### config.mk
export PLATFORM = sky130hd
export DESIGN_NAME = lc_tx_en_filter
export DESIGN_NICKNAME = d
export VERILOG_FILES = /design/src/rtl/lc_tx_en_filter.sv
export SDC_FILE = /design/constraint.sdc
export NUM_CORES = 1
export LEC_CHECK = 0
export BUFFER_PORTS_ARGS = -buffer_cell sky130_fd_sc_hd__buf_2
export CAP_MARGIN = 0
export CORE_MARGIN = 3
export CORE_UTILIZATION = 48
export DETAILED_ROUTE_END_ITERATION = 12
export GPL_TIMING_DRIVEN = 0
export HOLD_SLACK_MARGIN = 0.1
export MAX_ROUTING_LAYER = met4
export PLACE_DENSITY = 0.77
export SYNTH_ARGS = -nofsm -noshare
export SYNTH_HDL_FRONTEND = slang
export SYNTH_SLANG_ARGS = --single-unit
### constraint.sdc
create_clock -name clk_i -period 1.7 [get_ports clk_i]
set_input_delay 0.17 -clock clk_i [delete_from_list [all_inputs] [get_ports clk_i]]
set_output_delay 0.17 -clock clk_i [all_outputs]
set_load 0.05 [all_outputs]
### src/rtl/lc_tx_en_filter.sv
// Life-cycle enable consumer: synchronizes a raw lc_tx_e code, enables only after a stable
// run of On samples, and disables immediately on anything else. Invalid codes are flagged.
module lc_tx_en_filter #(
  parameter int NumStages    = 2,
  parameter int StableCycles = 4
) (
  input  logic       clk_i,
  input  logic       rst_ni,
  input  logic [3:0] lc_en_i,
  input  logic       err_clr_i,
  output logic [3:0] lc_en_o,
  output logic       en_o,
  output logic       invalid_o,
  output logic       err_sticky_o,
  output logic       arming_o
);

  localparam logic [3:0] LcOn  = 4'hA;
  localparam logic [3:0] LcOff = 4'h5;
  localparam int CntW = (StableCycles < 1) ? 1 : $clog2(StableCycles + 1);
  localparam logic [CntW-1:0] CntTarget = CntW'(StableCycles);
  localparam logic [CntW-1:0] CntOne    = CntW'(1);

  typedef enum logic [1:0] {
    StOff,
    StArming,
    StOn
  } state_e;

  // All bits move together; only whole-code classification is meaningful downstream.
  logic [3:0] sync_q [NumStages];

  always_ff @(posedge clk_i or negedge rst_ni) begin
    if (!rst_ni) begin
      for (int i = 0; i < NumStages; i++) begin
        sync_q[i] <= LcOff;
      end
    end else begin
      sync_q[0] <= lc_en_i;
      for (int i = 1; i < NumStages; i++) begin
        sync_q[i] <= sync_q[i-1];
      end
    end
  end

  logic [3:0] sample;
  logic       sample_on;
  logic       sample_inv;

  assign sample     = sync_q[NumStages-1];
  assign sample_on  = (sample == LcOn);
  assign sample_inv = (sample != LcOn) && (sample != LcOff);

  state_e          state_q, state_d;
  logic [CntW-1:0] cnt_q, cnt_d;
  logic [CntW-1:0] cnt_inc;

  always_ff @(posedge clk_i or negedge rst_ni) begin
    if (!rst_ni) begin
      state_q <= StOff;
      cnt_q   <= '0;
    end else begin
      state_q <= state_d;
      cnt_q   <= cnt_d;
    end
  end

  assign cnt_inc = (cnt_q == CntTarget) ? cnt_q : cnt_q + CntOne;

  // The On transition fires on the edge whose sample completes the stable run.
  always_comb begin
    state_d = state_q;
    cnt_d   = cnt_q;
    unique case (state_q)
      StOff: begin
        if (sample_on) begin
          cnt_d   = CntOne;
          state_d = (CntOne == CntTarget) ? StOn : StArming;
        end
      end
      StArming: begin
        if (sample_on) begin
          cnt_d = cnt_inc;
          if (cnt_inc == CntTarget) begin
            state_d = StOn;
          end
        end else begin
          state_d = StOff;
          cnt_d   = '0;
        end
      end
      StOn: begin
        if (!sample_on) begin
          state_d = StOff;
          cnt_d   = '0;
        end
      end
      default: begin
        state_d = StOff;
        cnt_d   = '0;
      end
    endcase
  end

  logic inv_prev_q;
  logic invalid_q;
  logic err_q;

  // Setting beats clearing so an error arriving together with a clear is never lost.
  always_ff @(posedge clk_i or negedge rst_ni) begin
    if (!rst_ni) begin
      inv_prev_q <= 1'b0;
      invalid_q  <= 1'b0;
      err_q      <= 1'b0;
    end else begin
      inv_prev_q <= sample_inv;
      invalid_q  <= sample_inv && !inv_prev_q;
      if (sample_inv) begin
        err_q <= 1'b1;
      end else if (err_clr_i) begin
        err_q <= 1'b0;
      end
    end
  end

  assign lc_en_o      = (state_q == StOn) ? LcOn : LcOff;
  assign en_o         = (state_q == StOn);
  assign arming_o     = (state_q == StArming);
  assign invalid_o    = invalid_q;
  assign err_sticky_o = err_q;

endmodule

==> impl_metrics.toml <==
[outcome]
status = "finished clean"

[finish]
drive_gt1_share_pct = 39.8
regArea_sq_um = 407
stdcell_area_sq_um = 916
multi_input_area_sq_um = 269
nets = 93
stdcell_count = 98
areaGrowthSynthToFinish_pct = 30.5
antenna_cells = 0
nFillCells = 109

[detailed_routing]
drc = 0
dr.pass1.iters = 3
via_per_inst = 5.30
antenna_left = 0
initialDrtViolationCount = 9
wl_per_cell_microns = 12.2
vias = 519
routed_wirelength_microns = 1200

[logic_synthesis]
synth_area_leaders = "dfrtp_1 43%, dfstp_2 15%, ha_1 3.6%"
ys_seq_area_share_pct = 57.8
synth_warnings = 0
netlist_instances = 58
yosys.area.top_type = "dfrtp_1"
synth_top_area_share_pct = 42.8
syn-num-nets = 67
synth_ff_type = "dfrtp_1"
yosys.cell_types.count = 29
ys_ff_latch = 16
synth_area_sq_um = 702
synth-edff-count = 0
syn_area_per_cell_sq_um = 12.1
synthArstFlopShare_pct = 100

[job]
maxCapViolations = 0

[floorplanning]
dieArea_sq_mm = 0.00196
dieHeight_microns = 44.2
io_pins = 15
rows = 13
die_w_microns = 44.2
initial_utilization_pct = 52.6
core_area_sq_mm = 0.00133

[critical_path]
crit_path_start_kind = "flip-flop"
r2r_cells = 6
crit_required_ns = 1.86
crit_type = "reg -> reg"
critPathMaxFanout = 5
crit_arrival_ns = 1.76
r2r-end = "cnt_q[2]"
r2r_slack_ns = 0.10
worstSetupEndpointType = "flip-flop"
r2r-start = "cnt_q[1]"

[placed_design]
placed_cells = 87
port_buffers = 14
gp_congestion = 0.723
dp_hpwl_microns = 804
placed_area_sq_um = 797

[grt]
use_met2_pct = 21.2
gr-usage-met1_pct = 15.6
antenna_found_initial = 0
busiest_layer = "met2"
grt_max_degree = 17
grt_use_met3_pct = 7.32
grt_pass1_vias = 442
grt_pass1_wl_microns = 1800
grt-ovfl-total = 0
grt_usage_pct = 13.5

[power]
power_density_mw_per_mm2 = 854
swShare_pct = 23.5
pwr-share-clk_pct = 30.4
pwr-share-comb_pct = 16.3
ir_worst_vdd_mv = 0.755
power.total_uw = 782
seqPwrFrac_pct = 53.3
p_int_uw = 598
power_switching_uw = 183
p_leak_nw = 0.420

[timing]
worst_slew_pin_slew_ns = 0.334
tns_ns = 0
clock.fmax_mhz = 627
finClkSkew_ns = 0.00812
period_minus_slack_ns = 1.60
relSlewSlack_pct = 77.4
hold_viol = 0
slew_viol_final = 0
hold_slack_ns = 0.308
setup_violations = 0
rsz0062_at_grt = "no"
finalCritPeriodShare_pct = 93.9

[clocking]
cts_tree = "yes"
path_clk_slew_ns = 0.09
clk_path_buf_depth = 2
h-tree-depth = 1
clock-sinks = 16
root_buffer = "clkbuf_4"
worstSkewPairLatency_ns = 0.28
cts_made_buffers = 3

[worst_hold_path]
hp-class = "in -> async"
[placed cells by master, fill, tap and decap left out, drive strengths merged, types with 2 or more instances in the layout]
cell type / n
buf: 17
dfrtp: 12
dlygate4sd3: 6
clkbuf: 5
nand2: 4
inv: 4
dfstp: 4
nand2b: 2
nor2b: 2
nand4bb: 2
nor2: 2
o21ai: 2
a21oi: 2
ha: 2
and4bb: 2
[cells by family (layout without fill, tap and decap cells)]
| family | Yosys count | after routing | synth area share, % |
|---|---|---|---|
| XOR/XNOR | 1 | 1 | 1.25 |
| multiplexers | 1 | 1 | 1.43 |
| flip-flops | 16 | 16 | 57.8 |
| AO/OA/AOI/OAI | 9 | 9 | 8.38 |
| AND/OR/NAND/NOR | 21 | 21 | 21.7 |
| adder cells (fa/ha/maj) | 2 | 2 | 3.56 |
| buffers and inverters | 8 | 33 | 5.88 |
[worst max path at each step]
stage                     startpoint  cells after the start  slack [ns]    endpoint
after floorplan           state_q[0]                      3        0.07    cnt_q[1]
after global placement      cnt_q[0]                      6        0.17    cnt_q[2]
after detailed placement    cnt_q[0]                      6        0.13    cnt_q[2]
after CTS                 state_q[0]                      4        0.08  lc_en_o[1]
after global routing        cnt_q[1]                      6        0.01    cnt_q[2]
final                       cnt_q[1]                      6        0.10    cnt_q[2]
[power by group through the flow]
stage | combinational [mW] | sequential, mW | clock (mW)
2_1_floorplan | 0.0641 | 0.429 | 0
3_3_place_gp | 0.0949 | 0.424 | 0
3_5_place_dp | 0.0972 | 0.426 | 0
4_1_cts | 0.108 | 0.419 | 0.250
5_1_grt | 0.139 | 0.419 | 0.271
6_report | 0.128 | 0.417 | 0.238
[timing repair]
action	4_1_cts	5_1_grt
setup endpoints to repair	0	4
buffers inserted	0	1
resized for setup	0	4
hold buffers	6	0
hold endpoints to repair	21	0
[worst max-delay path: stages (launching register included)]
cell and delay, ns:
dfrtp_1 0.44, inv_1 0.08, ha_1 0.23, nand2b_2 0.19
and3_1 0.18, o311ai_1 0.26, nand2_1 0.08
[routing by layer]
| metal | vias to the layer above | wire [microns] |
|---|---|---|
| met5 | - | 0 |
| met2 | 13 | 604 |
| met3 | 0 | 75 |
| met1 | 249 | 516 |
| met4 | 0 | 0 |
| li1 | 257 | - |
[flip-flops by register name, indices dropped and copies added (netlist names)]
| register | cells |
|---|---|
| invalid_o | 1 |
| sample | 4 |
| inv_prev_q | 1 |
| sync_q | 4 |
| state_q | 2 |
| err_sticky_o | 1 |
| cnt_q | 3 |
[through the flow]
step / setup slack, ns / util, %
global placement: 0.165 / 59.8
finish: 0.104 / 68.7
floorplan: 0.0653 / -
CTS: 0.0757 / 67.0
detailed placement: 0.133 / 59.8
global route: 0.0138 / 68.7
[cell usage after synthesis, types with 2 or more instances]
library cell   n
dfrtp_1       12
nand4bb_1      2
nand2_1        4
buf_4          3
nor2b_1        2
o21ai_0        2
a21oi_1        2
nor2_1         2
inv_1          5
ha_1           2
dfstp_2        4
[cell type report]
| class | count | area share, % |
|---|---|---|
| inverters | 5 | 2.46 |
| repair buffers | 21 | 15.3 |
| well taps | 15 | 2.05 |
| plain buffers | 3 | 2.46 |
| flip-flops and latches | 16 | 44.4 |
| multi-input cells | 34 | 29.4 |
| clock buffers | 4 | 3.96 |
No activity file was read; power rests on OpenSTA's default activity.
